==> config.mk <==
export PLATFORM = sky130hd
export DESIGN_NAME = dsi_read_responder_flat
export DESIGN_NICKNAME = d
export VERILOG_FILES = /design/src/rtl/dsi_read_responder_pkg.sv /design/src/rtl/dsi_read_responder_if.sv /design/src/rtl/dsi_read_responder_table.sv /design/src/rtl/dsi_read_responder.sv /design/src/flat_wrapper.sv
export SDC_FILE = /design/constraint.sdc
export NUM_CORES = 2
export LEC_CHECK = 0
export CORE_ASPECT_RATIO = 0.8
export CORE_MARGIN = 2
export CORE_UTILIZATION = 55
export DETAILED_ROUTE_END_ITERATION = 12
export GPL_TIMING_DRIVEN = 0
export PLACE_DENSITY = 0.72
export SLEW_MARGIN = 10
export SYNTH_ARGS = -nofsm -noshare
export SYNTH_HDL_FRONTEND = slang
export SYNTH_HIERARCHICAL = 1
export SYNTH_SLANG_ARGS = --single-unit
==> constraint.sdc <==
create_clock -name clk_periph -period 5.3 [get_ports clk_periph]
set_clock_uncertainty 0.05 [all_clocks]
set_input_delay 1.325 -clock clk_periph [delete_from_list [all_inputs] [get_ports clk_periph]]
set_output_delay 1.325 -clock clk_periph [all_outputs]
set_load 0.03 [all_outputs]
==> src/rtl/dsi_read_responder_pkg.sv <==
// Shared data-type codes, FSM states and response-type selection for the
// DSI peripheral read responder.
package dsi_rsp_pkg;

    localparam logic [5:0] DT_ACK_ERR    = 6'h02;
    localparam logic [5:0] DT_DCS_READ   = 6'h06;
    localparam logic [5:0] DT_GEN_SHORT1 = 6'h11;
    localparam logic [5:0] DT_GEN_SHORT2 = 6'h12;
    localparam logic [5:0] DT_GEN_READ1  = 6'h14;
    localparam logic [5:0] DT_GEN_LONG   = 6'h1A;
    localparam logic [5:0] DT_DCS_LONG   = 6'h1C;
    localparam logic [5:0] DT_DCS_SHORT1 = 6'h21;
    localparam logic [5:0] DT_DCS_SHORT2 = 6'h22;
    localparam logic [5:0] DT_GEN_READ2  = 6'h24;
    localparam logic [5:0] DT_SET_MRPS   = 6'h37;

    typedef enum logic [1:0] {
        ST_IDLE  = 2'd0,
        ST_ARMED = 2'd1,
        ST_REQ   = 2'd2,
        ST_DATA  = 2'd3
    } rsp_state_e;

    function automatic logic [5:0] sel_dt(input logic is_dcs, input logic [7:0] n, input logic hit);
        logic [5:0] dt;
        if (!hit) begin
            dt = DT_ACK_ERR;
        end else if (n == 8'd1) begin
            dt = is_dcs ? DT_DCS_SHORT1 : DT_GEN_SHORT1;
        end else if (n == 8'd2) begin
            dt = is_dcs ? DT_DCS_SHORT2 : DT_GEN_SHORT2;
        end else begin
            dt = is_dcs ? DT_DCS_LONG : DT_GEN_LONG;
        end
        return dt;
    endfunction

endpackage

==> src/rtl/dsi_read_responder_if.sv <==
// Periph-side RX command / TX header / TX payload bundle between the MIPI
// link layer (master) and the read responder (slave).
interface dsi_read_responder_if;
    logic [23:0] rx_cmd;
    logic        rx_cmd_valid;
    logic        dphy_direction;
    logic        tx_payload_en;
    logic        tx_payload_en_last;
    logic        tx_cmd_ack;
    logic        tx_cmd_req;
    logic [1:0]  tx_cmd_vc;
    logic [5:0]  tx_cmd_data_type;
    logic [15:0] tx_cmd_byte_count;
    logic [31:0] tx_payload;

    modport slave (
        input  rx_cmd, rx_cmd_valid, dphy_direction, tx_payload_en, tx_payload_en_last, tx_cmd_ack,
        output tx_cmd_req, tx_cmd_vc, tx_cmd_data_type, tx_cmd_byte_count, tx_payload
    );

    modport master (
        output rx_cmd, rx_cmd_valid, dphy_direction, tx_payload_en, tx_payload_en_last, tx_cmd_ack,
        input  tx_cmd_req, tx_cmd_vc, tx_cmd_data_type, tx_cmd_byte_count, tx_payload
    );
endinterface

==> src/rtl/dsi_read_responder_table.sv <==
// Runtime-loadable register table: NUM_REGS entries of {valid, addr, len, data}
// with a combinational lowest-index-wins address match.
module dsi_rsp_table #(
    parameter int NUM_REGS  = 8,
    parameter int MAX_BYTES = 16,
    parameter int IDX_W     = 3
) (
    input  logic                   clk_periph,
    input  logic                   rstn,
    input  logic                   cfg_we_i,
    input  logic [IDX_W-1:0]       cfg_idx_i,
    input  logic [7:0]             cfg_addr_i,
    input  logic [7:0]             cfg_len_i,
    input  logic [MAX_BYTES*8-1:0] cfg_data_i,
    input  logic [7:0]             lookup_addr_i,
    output logic                   hit_o,
    output logic [7:0]             hit_len_o,
    output logic [MAX_BYTES*8-1:0] hit_data_o
);

    logic                   valid_q [NUM_REGS];
    logic [7:0]             addr_q  [NUM_REGS];
    logic [7:0]             len_q   [NUM_REGS];
    logic [MAX_BYTES*8-1:0] data_q  [NUM_REGS];

    // Entry storage; an out-of-range index writes nothing
    always_ff @(posedge clk_periph or negedge rstn) begin
        if (!rstn) begin
            for (int i = 0; i < NUM_REGS; i++) begin
                valid_q[i] <= 1'b0;
                addr_q[i]  <= 8'h00;
                len_q[i]   <= 8'h00;
                data_q[i]  <= '0;
            end
        end else begin
            for (int i = 0; i < NUM_REGS; i++) begin
                if (cfg_we_i && (int'(cfg_idx_i) == i)) begin
                    valid_q[i] <= 1'b1;
                    addr_q[i]  <= cfg_addr_i;
                    len_q[i]   <= cfg_len_i;
                    data_q[i]  <= cfg_data_i;
                end else begin
                    valid_q[i] <= valid_q[i];
                    addr_q[i]  <= addr_q[i];
                    len_q[i]   <= len_q[i];
                    data_q[i]  <= data_q[i];
                end
            end
        end
    end

    // Priority match: scanning downward lets the lowest matching index win
    always_comb begin
        hit_o      = 1'b0;
        hit_len_o  = 8'h00;
        hit_data_o = '0;
        for (int i = NUM_REGS - 1; i >= 0; i--) begin
            if (valid_q[i] && (addr_q[i] == lookup_addr_i)) begin
                hit_o      = 1'b1;
                hit_len_o  = len_q[i];
                hit_data_o = data_q[i];
            end else begin
                hit_o      = hit_o;
                hit_len_o  = hit_len_o;
                hit_data_o = hit_data_o;
            end
        end
    end

endmodule

==> src/rtl/dsi_read_responder.sv <==
// DSI peripheral read-response engine: decodes reads / set-max-return-size,
// looks the address up, and answers with a short, long or ack-and-error packet after BTA.
module dsi_read_responder
    import dsi_rsp_pkg::*;
#(
    parameter int          NUM_REGS     = 8,
    parameter int          MAX_BYTES    = 16,
    parameter logic [1:0]  VC           = 2'd0,
    parameter logic [15:0] DEFAULT_MRPS = 16'd1,
    parameter logic [15:0] ERR_CODE     = 16'h0200,
    localparam int         IDX_W        = (NUM_REGS > 1) ? $clog2(NUM_REGS) : 1
) (
    input  logic                   clk_periph,
    input  logic                   rstn,
    dsi_read_responder_if.slave    bus,
    input  logic                   cfg_we,
    input  logic [IDX_W-1:0]       cfg_idx,
    input  logic [7:0]             cfg_addr,
    input  logic [7:0]             cfg_len,
    input  logic [MAX_BYTES*8-1:0] cfg_data,
    output logic                   busy,
    output logic                   err_drop
);

    localparam int NW = MAX_BYTES / 4;
    localparam int WW = (NW > 1) ? $clog2(NW) : 1;

    logic [23:0] rx_cmd_q;
    logic        rx_valid_q, dir_q, dir_dly_q, pen_q, plast_q;

    rsp_state_e             state_q, state_d;
    logic [15:0]            mrps_q, mrps_d;
    logic [5:0]             rsp_dt_q, rsp_dt_d;
    logic [15:0]            rsp_bc_q, rsp_bc_d;
    logic                   rsp_long_q, rsp_long_d;
    logic [MAX_BYTES*8-1:0] rsp_data_q, rsp_data_d;
    logic [WW-1:0]          widx_q, widx_d;
    logic                   last_pend_q, last_pend_d;
    logic                   req_q, req_d;
    logic [1:0]             vc_q;
    logic [5:0]             dt_out_q, dt_out_d;
    logic [15:0]            bc_out_q, bc_out_d;
    logic [31:0]            pay_q, pay_d;
    logic                   busy_q, busy_d;
    logic                   err_q, err_d;

    logic [5:0]             dt_s;
    logic                   is_dcs_s, is_read_s, is_mrps_s, bta_s;
    logic                   hit_s, new_long_s;
    logic [7:0]             len_s, n_s;
    logic [MAX_BYTES*8-1:0] data_s, masked_s;
    logic [5:0]             new_dt_s;
    logic [15:0]            new_bc_s;
    logic [31:0]            word_s;
    logic                   unused_vc_s;

    assign dt_s        = rx_cmd_q[5:0];
    assign unused_vc_s = ^rx_cmd_q[7:6];
    assign is_dcs_s    = (dt_s == DT_DCS_READ);
    assign is_read_s   = rx_valid_q && (is_dcs_s || (dt_s == DT_GEN_READ1) || (dt_s == DT_GEN_READ2));
    assign is_mrps_s   = rx_valid_q && (dt_s == DT_SET_MRPS);
    assign bta_s       = dir_dly_q & ~dir_q;

    dsi_rsp_table #(
        .NUM_REGS  (NUM_REGS),
        .MAX_BYTES (MAX_BYTES),
        .IDX_W     (IDX_W)
    ) u_table (
        .clk_periph    (clk_periph),
        .rstn          (rstn),
        .cfg_we_i      (cfg_we),
        .cfg_idx_i     (cfg_idx),
        .cfg_addr_i    (cfg_addr),
        .cfg_len_i     (cfg_len),
        .cfg_data_i    (cfg_data),
        .lookup_addr_i (rx_cmd_q[15:8]),
        .hit_o         (hit_s),
        .hit_len_o     (len_s),
        .hit_data_o    (data_s)
    );

    assign n_s        = ({8'h00, len_s} < mrps_q) ? len_s : mrps_q[7:0];
    assign new_dt_s   = sel_dt(is_dcs_s, n_s, hit_s);
    assign new_long_s = hit_s && (n_s > 8'd2);

    // Response fields computed at decode; bytes beyond n are cleared here once
    always_comb begin
        masked_s = '0;
        for (int b = 0; b < MAX_BYTES; b++) begin
            if (b < int'(n_s)) begin
                masked_s[b*8 +: 8] = data_s[b*8 +: 8];
            end else begin
                masked_s[b*8 +: 8] = 8'h00;
            end
        end
        if (!hit_s) begin
            new_bc_s = ERR_CODE;
        end else if (n_s == 8'd1) begin
            new_bc_s = {8'h00, data_s[7:0]};
        end else if (n_s == 8'd2) begin
            new_bc_s = {data_s[15:8], data_s[7:0]};
        end else begin
            new_bc_s = {8'h00, n_s};
        end
    end

    // Next-state logic, response latch, mrps update and payload word index
    always_comb begin
        state_d     = state_q;
        mrps_d      = mrps_q;
        rsp_dt_d    = rsp_dt_q;
        rsp_bc_d    = rsp_bc_q;
        rsp_long_d  = rsp_long_q;
        rsp_data_d  = rsp_data_q;
        widx_d      = widx_q;
        last_pend_d = last_pend_q;
        err_d       = 1'b0;

        if (is_mrps_s) begin
            mrps_d = (rx_cmd_q[23:8] == 16'h0000) ? 16'h0001 : rx_cmd_q[23:8];
        end else begin
            mrps_d = mrps_q;
        end

        case (state_q)
            ST_IDLE: begin
                if (is_read_s) begin
                    rsp_dt_d   = new_dt_s;
                    rsp_bc_d   = new_bc_s;
                    rsp_long_d = new_long_s;
                    rsp_data_d = masked_s;
                    state_d    = ST_ARMED;
                end else begin
                    state_d = ST_IDLE;
                end
            end
            ST_ARMED: begin
                if (is_read_s) begin
                    rsp_dt_d   = new_dt_s;
                    rsp_bc_d   = new_bc_s;
                    rsp_long_d = new_long_s;
                    rsp_data_d = masked_s;
                    err_d      = 1'b1;
                end else begin
                    err_d = 1'b0;
                end
                if (bta_s) begin
                    state_d     = ST_REQ;
                    widx_d      = '0;
                    last_pend_d = 1'b0;
                end else begin
                    state_d = ST_ARMED;
                end
            end
            ST_REQ: begin
                err_d = is_read_s;
                if (bus.tx_cmd_ack) begin
                    state_d     = rsp_long_q ? ST_DATA : ST_IDLE;
                    last_pend_d = plast_q;
                end else begin
                    state_d = ST_REQ;
                end
            end
            ST_DATA: begin
                err_d = is_read_s;
                if (pen_q && (widx_q != WW'(NW - 1))) begin
                    widx_d = widx_q + 1'b1;
                end else begin
                    widx_d = widx_q;
                end
                if (plast_q || last_pend_q) begin
                    state_d     = ST_IDLE;
                    last_pend_d = 1'b0;
                end else begin
                    state_d = ST_DATA;
                end
            end
            default: begin
                state_d = ST_IDLE;
            end
        endcase
    end

    // Payload word select from the (next) latched response
    always_comb begin
        word_s = 32'h0000_0000;
        for (int w = 0; w < NW; w++) begin
            word_s = (int'(widx_d) == w) ? rsp_data_d[w*32 +: 32] : word_s;
        end
    end

    // Registered output values derived from the next state
    always_comb begin
        req_d    = (state_d == ST_REQ);
        busy_d   = (state_d != ST_IDLE);
        dt_out_d = (state_d == ST_REQ) ? rsp_dt_d : 6'h00;
        bc_out_d = (state_d == ST_REQ) ? rsp_bc_d : 16'h0000;
        if (((state_d == ST_REQ) || (state_d == ST_DATA)) && rsp_long_d) begin
            pay_d = word_s;
        end else begin
            pay_d = 32'h0000_0000;
        end
    end

    // Input staging and all state/output registers
    always_ff @(posedge clk_periph or negedge rstn) begin
        if (!rstn) begin
            rx_cmd_q    <= 24'h000000;
            rx_valid_q  <= 1'b0;
            dir_q       <= 1'b0;
            dir_dly_q   <= 1'b0;
            pen_q       <= 1'b0;
            plast_q     <= 1'b0;
            state_q     <= ST_IDLE;
            mrps_q      <= DEFAULT_MRPS;
            rsp_dt_q    <= 6'h00;
            rsp_bc_q    <= 16'h0000;
            rsp_long_q  <= 1'b0;
            rsp_data_q  <= '0;
            widx_q      <= '0;
            last_pend_q <= 1'b0;
            req_q       <= 1'b0;
            vc_q        <= VC;
            dt_out_q    <= 6'h00;
            bc_out_q    <= 16'h0000;
            pay_q       <= 32'h0000_0000;
            busy_q      <= 1'b0;
            err_q       <= 1'b0;
        end else begin
            rx_cmd_q    <= bus.rx_cmd;
            rx_valid_q  <= bus.rx_cmd_valid;
            dir_q       <= bus.dphy_direction;
            dir_dly_q   <= dir_q;
            pen_q       <= bus.tx_payload_en;
            plast_q     <= bus.tx_payload_en_last;
            state_q     <= state_d;
            mrps_q      <= mrps_d;
            rsp_dt_q    <= rsp_dt_d;
            rsp_bc_q    <= rsp_bc_d;
            rsp_long_q  <= rsp_long_d;
            rsp_data_q  <= rsp_data_d;
            widx_q      <= widx_d;
            last_pend_q <= last_pend_d;
            req_q       <= req_d;
            vc_q        <= VC;
            dt_out_q    <= dt_out_d;
            bc_out_q    <= bc_out_d;
            pay_q       <= pay_d;
            busy_q      <= busy_d;
            err_q       <= err_d;
        end
    end

    assign bus.tx_cmd_req        = req_q;
    assign bus.tx_cmd_vc         = vc_q;
    assign bus.tx_cmd_data_type  = dt_out_q;
    assign bus.tx_cmd_byte_count = bc_out_q;
    assign bus.tx_payload        = pay_q;
    assign busy                  = busy_q;
    assign err_drop              = err_q;

endmodule
==> src/flat_wrapper.sv <==
// flat-port wrapper written by rule: the top's interface ports become plain ports
module dsi_read_responder_flat import dsi_rsp_pkg::*;
#(
    parameter int          NUM_REGS     = 8,
    parameter int          MAX_BYTES    = 16,
    parameter logic [1:0]  VC           = 2'd0,
    parameter logic [15:0] DEFAULT_MRPS = 16'd1,
    parameter logic [15:0] ERR_CODE     = 16'h0200,
    localparam int         IDX_W        = (NUM_REGS > 1) ? $clog2(NUM_REGS) : 1
)
  (clk_periph, rstn, cfg_we, cfg_idx, cfg_addr, cfg_len, cfg_data, busy, err_drop, bus_rx_cmd, bus_rx_cmd_valid, bus_dphy_direction, bus_tx_payload_en, bus_tx_payload_en_last, bus_tx_cmd_ack, bus_tx_cmd_req, bus_tx_cmd_vc, bus_tx_cmd_data_type, bus_tx_cmd_byte_count, bus_tx_payload);
  dsi_read_responder_if bus_i ();
  input  logic clk_periph;
  input  logic rstn;
  input  logic cfg_we;
  input  logic [IDX_W-1:0] cfg_idx;
  input  logic [7:0] cfg_addr;
  input  logic [7:0] cfg_len;
  input  logic [MAX_BYTES*8-1:0] cfg_data;
  output logic busy;
  output logic err_drop;
  input wire logic [$bits(bus_i.rx_cmd)-1:0] bus_rx_cmd;
  input wire logic [$bits(bus_i.rx_cmd_valid)-1:0] bus_rx_cmd_valid;
  input wire logic [$bits(bus_i.dphy_direction)-1:0] bus_dphy_direction;
  input wire logic [$bits(bus_i.tx_payload_en)-1:0] bus_tx_payload_en;
  input wire logic [$bits(bus_i.tx_payload_en_last)-1:0] bus_tx_payload_en_last;
  input wire logic [$bits(bus_i.tx_cmd_ack)-1:0] bus_tx_cmd_ack;
  output wire logic [$bits(bus_i.tx_cmd_req)-1:0] bus_tx_cmd_req;
  output wire logic [$bits(bus_i.tx_cmd_vc)-1:0] bus_tx_cmd_vc;
  output wire logic [$bits(bus_i.tx_cmd_data_type)-1:0] bus_tx_cmd_data_type;
  output wire logic [$bits(bus_i.tx_cmd_byte_count)-1:0] bus_tx_cmd_byte_count;
  output wire logic [$bits(bus_i.tx_payload)-1:0] bus_tx_payload;
  assign bus_i.rx_cmd = bus_rx_cmd;
  assign bus_i.rx_cmd_valid = bus_rx_cmd_valid;
  assign bus_i.dphy_direction = bus_dphy_direction;
  assign bus_i.tx_payload_en = bus_tx_payload_en;
  assign bus_i.tx_payload_en_last = bus_tx_payload_en_last;
  assign bus_i.tx_cmd_ack = bus_tx_cmd_ack;
  assign bus_tx_cmd_req = bus_i.tx_cmd_req;
  assign bus_tx_cmd_vc = bus_i.tx_cmd_vc;
  assign bus_tx_cmd_data_type = bus_i.tx_cmd_data_type;
  assign bus_tx_cmd_byte_count = bus_i.tx_cmd_byte_count;
  assign bus_tx_payload = bus_i.tx_payload;
  dsi_read_responder #(.NUM_REGS(NUM_REGS), .MAX_BYTES(MAX_BYTES), .VC(VC), .DEFAULT_MRPS(DEFAULT_MRPS), .ERR_CODE(ERR_CODE)) u_core (.clk_periph(clk_periph), .rstn(rstn), .bus(bus_i), .cfg_we(cfg_we), .cfg_idx(cfg_idx), .cfg_addr(cfg_addr), .cfg_len(cfg_len), .cfg_data(cfg_data), .busy(busy), .err_drop(err_drop));
endmodule
-- Yosys cells after proc, flatten, opt, wreduce, memory -nomap -nowiden
Cells that the tools add are included.
- add/sub/neg operators: 1
- magnitude comparators: 18
- eq/ne operators: 33
- mux-type cells: 81
- bitwise gates (word level): 2
- reductions and logical operators: 34
- operators with widths (cell ; number):
    128-bit two-way mux ; 10
    8-bit two-way mux ; 25
    32-bit two-way mux ; 5
    16-bit two-way mux ; 7
    8-bit == test ; 8
    4-bit by 8-bit less-than comparator with 1-bit output (first input constant) ; 8
    6-bit two-way mux ; 8
    3-bit by 8-bit less-than comparator with 1-bit output (first input constant) ; 4
    1-bit logical AND ; 21
    16-bit zero test ; 1
    1-bit by 8-bit less-than comparator with 1-bit output (first input constant) ; 2
    2-bit by 8-bit less-than comparator with 1-bit output (first input constant) ; 2
    8-bit by 16-bit less-than comparator with 1-bit output ; 1
    1-bit two-way mux ; 15
    2-bit == test (second input constant) ; 6
    3-bit == test (second input constant) ; 4
    6-bit == test (second input constant) ; 2
    2-bit two-way mux ; 6
    8-bit by 1-bit == test with 1-bit output (second input constant) ; 1
    8-bit by 2-bit == test with 1-bit output (second input constant) ; 1
    8-bit by 2-bit > comparator with 1-bit output (second input constant) ; 1
    2-bit one-hot mux with 4 select lines ; 1
    3-bit by 2-bit == test with 1-bit output (second input constant) ; 2
    6-bit by 3-bit == test with 1-bit output (second input constant) ; 1
    other kinds (19) ; 27
- bits in registers: 1418
- output and inout bits: 59

-- Depth between registers and ports, before layout
- depth after elaboration: 21
- mapped depth: 23
- mapped depth without buffers: 16

-- By module
The synthesis kept the hierarchy.
- by module, submodules not included (module ; instances ; cells an instance ; area an instance (µm²) ; sequential area each (µm²)):
    dsi_rsp_table ; 1 ; 4778 ; 54725.0 ; 29027.8
    dsi_read_responder ; 1 ; 1009 ; 11094.4 ; 6407.4

-- Worst setup path before layout
Ideal clock, no wire load.
- path kind: reg-to-reg
- from: reg u_core.rx_cmd_q[14]
- to: reg u_core.pay_q[5] (netlist: u_core/bus.tx_payload[5])
- arrival time: 4.313 ns
- data required time: 5.113 ns
- slack: 0.800 ns
- stages on the path, launching flop included: 24
- buffers on the path: 7
- period minus slack after synthesis: 4.500 ns
- cell sequence: dfrtp_1 > buf_4 > xor2_1 > nor4_2 > and3_1 > buf_4 > buf_6 > buf_4 > nand2_1 > and3_1 > a211oi_1 > a21o_1 > ha_1 > o21a_1 > nor2_1 > or4_1 > buf_4 > nand2_2 > buf_6 > mux2_2 > buf_4 > a22o_1 > o211ai_1 > a31oi_1
- elaborated cells on any way between the ends: 62
- those cells by class: order compare: 6; eq/ne: 8; mux: 38; reduce/logical: 10
- RTL lines (what ; RTL line ; RTL):
    start, declared ; dsi_read_responder.sv:28 ; logic [23:0] rx_cmd_q;
    start signal, assigned ; dsi_read_responder.sv:230 ; rx_cmd_q <= bus.rx_cmd;
    8-bit == test ; dsi_read_responder_table.sv:58 ; if (valid_q[i] && (addr_q[i] == lookup_addr_i)) begin
    1-bit logical AND ; dsi_read_responder_table.sv:58 ;
    8-bit two-way mux (7 in series) ; dsi_read_responder_table.sv:58 ;
    8-bit two-way mux * ; dsi_read_responder_table.sv:58 ;
    via u_core.len_s[2] ; dsi_read_responder.sv:50 ; logic [7:0] len_s, n_s;
    8-bit by 16-bit less-than comparator with 1-bit output ; dsi_read_responder.sv:82 ; assign n_s = ({8'h00, len_s} < mrps_q) ? len_s : mrps_q[7:0];
    8-bit two-way mux * ; dsi_read_responder.sv:82 ;
    4-bit by 8-bit less-than comparator with 1-bit output * ; dsi_read_responder.sv:90 ; if (b < int'(n_s)) begin
    8-bit two-way mux * ; dsi_read_responder.sv:90 ;
    128-bit two-way mux * ; dsi_read_responder.sv:127, dsi_read_responder.sv:138 ;
    128-bit two-way mux * ; -- ;
    via u_core.rsp_data_d[69] ; dsi_read_responder.sv:36 ; logic [MAX_BYTES*8-1:0] rsp_data_q, rsp_data_d;
    32-bit two-way mux * (2 in series) ; dsi_read_responder.sv:188 ; word_s = (int'(widx_d) == w) ? rsp_data_d[w*32 +: 32] : word_s;
    32-bit two-way mux * ; dsi_read_responder.sv:198 ; if (((state_d == ST_REQ) || (state_d == ST_DATA)) && rsp_long_d) begin
    via u_core.pay_d[5] ; dsi_read_responder.sv:43 ; logic [31:0] pay_q, pay_d;
    end signal, assigned ; dsi_read_responder.sv:248 ; pay_q <= pay_d;
    end, declared ; dsi_read_responder.sv:43 ;
Mark *: on every way through the listed nets, which the timed path passes. The rest lies on a longest branch.
A chain may end at the register's enable or synchronous reset.

-- Worst setup path after layout
- from: reg u_core.rx_cmd_q[13]
- to: reg u_core.pay_q[14] (netlist: u_core/bus.tx_payload[14])
- cells in the longest elaborated chain, start to end: 21
- elaborated cells on any way between the ends: 62
- those cells by class: order compare: 6; eq/ne: 8; mux: 38; reduce/logical: 10
- RTL lines (what ; RTL line):
    8-bit == test ; dsi_read_responder_table.sv:58
    1-bit logical AND ; dsi_read_responder_table.sv:58
    8-bit two-way mux (7 in series) ; dsi_read_responder_table.sv:58
    8-bit two-way mux * ; dsi_read_responder_table.sv:58
    via u_core.len_s[4] ; dsi_read_responder.sv:50
    8-bit by 16-bit less-than comparator with 1-bit output ; dsi_read_responder.sv:82
    8-bit two-way mux * ; dsi_read_responder.sv:82
    1-bit by 8-bit less-than comparator with 1-bit output ; dsi_read_responder.sv:90
    8-bit two-way mux ; dsi_read_responder.sv:90
    128-bit two-way mux ; dsi_read_responder.sv:127, dsi_read_responder.sv:138
    128-bit two-way mux ; --
    32-bit two-way mux (4 in series) ; dsi_read_responder.sv:188
    32-bit two-way mux * ; dsi_read_responder.sv:198
    via u_core.pay_d[14] ; dsi_read_responder.sv:43
Marked as above.

==> results.ini <==
[status]
status=complete, but fails checks
violations=DRC, setup timing

[floorplanning]
die_area_mm2=0.122
placementRows=113
die_h_um=313
die_w_um=391
num_io_pins=238
initial_core_util_pct=55.4
core_mm2=0.119

[global_route]
grt_max_degree=160
antenna_found_initial=30
grt_pass1_vias=51246
gr-max-usage-layer=met2
grt_use_met3_pct=12.1
globalRouteMet2Util_pct=54.5
grt_remaining_overflow=0
gr-usage-all-layers_pct=38.3
grt_pass1_wl_mm=344
grt.met1_usage_pct=52.9

[sta]
fmax_ghz=0.184
rsz0062_at_grt=yes
setup_tns_ns=-0.925
finalCriticalPeriod_ns=5.45
slew_violations=0
timing.final.crit_share_pct=103
finalSetupViolations=23
maxSlewHeadroom_pct=8.04
hold_viol_final=0
worst_pin_slew_ns=1.38
worst_slack_ns=-0.146

[worst_setup_path]
worst_setup_path_start_kind=flop
cp.arrival_ns=5.99
crit_chain=buf_8, xnor2_1, nand3_1, nor3_4, buf_12, buf_4, buf_6, a21oi_1, a21boi_2, a211oi_2, a21o_2, ha_4, nand4_1, or4_4, buf_8, a2111oi_4, buf_4, nor3_4, buf_6, a221o_1, o211ai_1, a31oi_4
rr_startpoint=u_core/rx_cmd_q[13]$_DFF_PN0_
reg2regPathDepth=22
crit_fanout=10
end_kind=flop
slowest_stage=or4_4
crit_buf_inv=7
rr_endpoint=u_core/bus.tx_payload[14]$_DFF_PN0_
path_class=flop to flop
reg2reg_setup_slack_ns=-0.15
critPathTopFamily=compound AO/OA/AOI/OAI gates
critPathRequiredTime_ns=5.85
slowest_delay_ns=0.57

[routing]
drtIter0Drc=6660
drc_errors=1
ant_nets=0
num_vias=52933
wl_per_cell_um=29.9
viasPerCell=6.65
first_pass_iters=11
drt-total-wl_mm=238

[power]
leakage_nw=33.0
ir_drop_mv=0.354
power_density_mw_per_mm2=378
p_total_mw=29.5

[synth]
async_flop_share_pct=100
yosysWarningCount=6
netlist_instances=5787
synth-edff-count=0
synth.distinct_cells=78
syn_avg_cell_area_um2=11.4
netlist_area_mm2=0.0658
synth_top_area_share_pct=53.8
seq_area_frac_synth_pct=53.8
yosys.area.top_type=dfrtp_1
synth_flop_cell=dfrtp_1
ys_ff_latch=1416
synth.area.top_cells=dfrtp_1 54%, mux2_2 19%, nand2_1 3.7%

[clock_tree]
clock_latency_ns=0.80
cts_tree=built
cts_buffers=144
cts.clk_slew.worst_paths_ns=0.06
clock-sinks=1416
cts_buffer_depth=3
cts-root-buf=clkbuf_16
htreeDepth=4

[worst_hold_path]
hp-class=primary input to asynchronous set/reset pin

[layout]
nets=6471
drive_above_1_share_pct=28.5
area_growth_pct=18.7

[placement]
dp_hpwl_mm=165
port_buffers=231
gp_congestion=1.01

[job]
cap_viol_max_count=0

-- repair_timing --
item,CTS,global route
endpoints found under the setup margin,205,75
pin swaps,39,39
buffers inserted,49,59
gates cloned,0,3
gates resized for setup,267,137
hold buffers,0,0
-- report_power, final --
part	leakage, nW	internal [mW]	switching (mW)	total (mW)
registers	17.4	12.8	1.16	14.0
clock network	2.42	6.17	4.43	10.6
logic	13.1	2.32	2.58	4.90
total	33.0	21.3	8.17	29.5
-- Yosys cell counts (all sizes together), types with 69 or more instances --
cell,n
nand2,652
nor3,93
a21oi,89
buf,134
a211oi,136
mux2,1110
clkbuf,338
o211ai,113
a31oi,158
and3,76
a22o,96
nand3,217
o311ai,69
o21ai,255
dfrtp,1415
nor2,247
-- cells in the final DEF (no fill, tap or decap), types with 26 or more instances in the layout --
cell type        count
clkbuf_16          153
a211oi_1           130
buf_6               26
inv_1               67
o21ai_0            182
nor2_1             240
mux2_2            1107
o311ai_1            59
nand3_1            208
a21o_1              50
a31oi_1            140
a21oi_1             78
a31o_2              54
xnor2_1             30
and2_1              30
clkdlybuf4s50_1    230
clkbuf_8            38
nand2_1            650
buf_2               59
dfrtp_1           1414
clkbuf_1           332
o21ai_1             67
nor3_1              80
o211ai_1           113
nor4_1              54
and3_1              72
a22o_1              96
buf_4              117
a21boi_0            45
-- per-stage QoR --
stage                     cells  worst slack [ns]  util (%)  cell area, µm²  hold WS [ns]
after global placement     7571            -61.67      59.0           70100         0.391
after global routing       7956            -0.259      65.8           78100         0.368
after CTS                  7890           0.00268      64.9           77000         0.331
after floorplan            5788             0.800         -           65800         0.316
after detailed placement   7588             -2.74      59.4           70500         0.398
final                      7962            -0.146      65.8           78100         0.359
-- layout make-up --
class,count,area (µm²)
flip-flops and latches,1416,35400
plain buffers,464,2570
clock buffers,214,4300
multi-input cells,3832,29300
fillers,8927,40600
inverters,68,255
repair buffers,358,3660
clock inverters,44,588
diodes,14,35.0
well taps,1552,1940
-- worst max-delay path by stage --
stage / cells after the start / startpoint / to / slack [ns]
5_1_grt: 22 / u_core/rx_cmd_q[13]$_DFF_PN0_ / u_core/bus.tx_payload[14]$_DFF_PN0_ / -0.26
4_1_cts: 24 / u_core/rx_cmd_q[13]$_DFF_PN0_ / u_core/bus.tx_payload[14]$_DFF_PN0_ / 0.003
2_1_floorplan: 23 / u_core/rx_cmd_q[14]$_DFF_PN0_ / u_core/bus.tx_payload[5]$_DFF_PN0_ / 0.80
3_3_place_gp: 1 / rstn / u_core/u_table/data_q[100]$_DFFE_PN0P_ / -61.67
6_report: 22 / u_core/rx_cmd_q[13]$_DFF_PN0_ / u_core/bus.tx_payload[14]$_DFF_PN0_ / -0.15
3_5_place_dp: 19 / u_core/rx_cmd_q[12]$_DFF_PN0_ / u_core/bus.tx_payload[6]$_DFF_PN0_ / -2.74
-- routing by layer --
| metal | vias to the layer above | routed length (µm) |
|---|---|---|
| met4 | 18 | 12500 |
| li1 | 22031 | - |
| met2 | 3244 | 102000 |
| met3 | 634 | 30100 |
| met5 | - | 149 |
| met1 | 27006 | 94200 |
-- kinds of logic (layout without fill, tap and decap cells) --
kind of cell / Yosys count / count (layout) / share of synthesized area, %
simple gates: 1456 / 1456 / 10.0
flops: 1416 / 1416 / 53.8
buf+inv: 540 / 1148 / 3.45
xor+xnor: 65 / 65 / 0.865
mux: 1123 / 1123 / 19.2
other cells: 1 / 16 / 0.00570
fa+ha+maj: 8 / 8 / 0.152
compound gates: 1178 / 1178 / 12.5
-- sequential cells by signal (all words and copies together), names as in the netlist, 2 cells and up --
name and count:
u_core/u_table/addr_q 64, u_core/u_table/valid_q 8, u_core/rx_cmd_q 22, u_core/mrps_q 16, u_core/u_table/len_q 64, u_core/widx_q 2, u_core/u_table/data_q 1024, u_core/rsp_data_q 128
u_core/rsp_bc_q 16, u_core/bus.tx_payload 32, u_core/bus.tx_cmd_data_type 6, u_core/bus.tx_cmd_byte_count 16, u_core/rsp_dt_q 6, u_core/state_q 2
No activity file was read; power rests on OpenSTA's default activity.
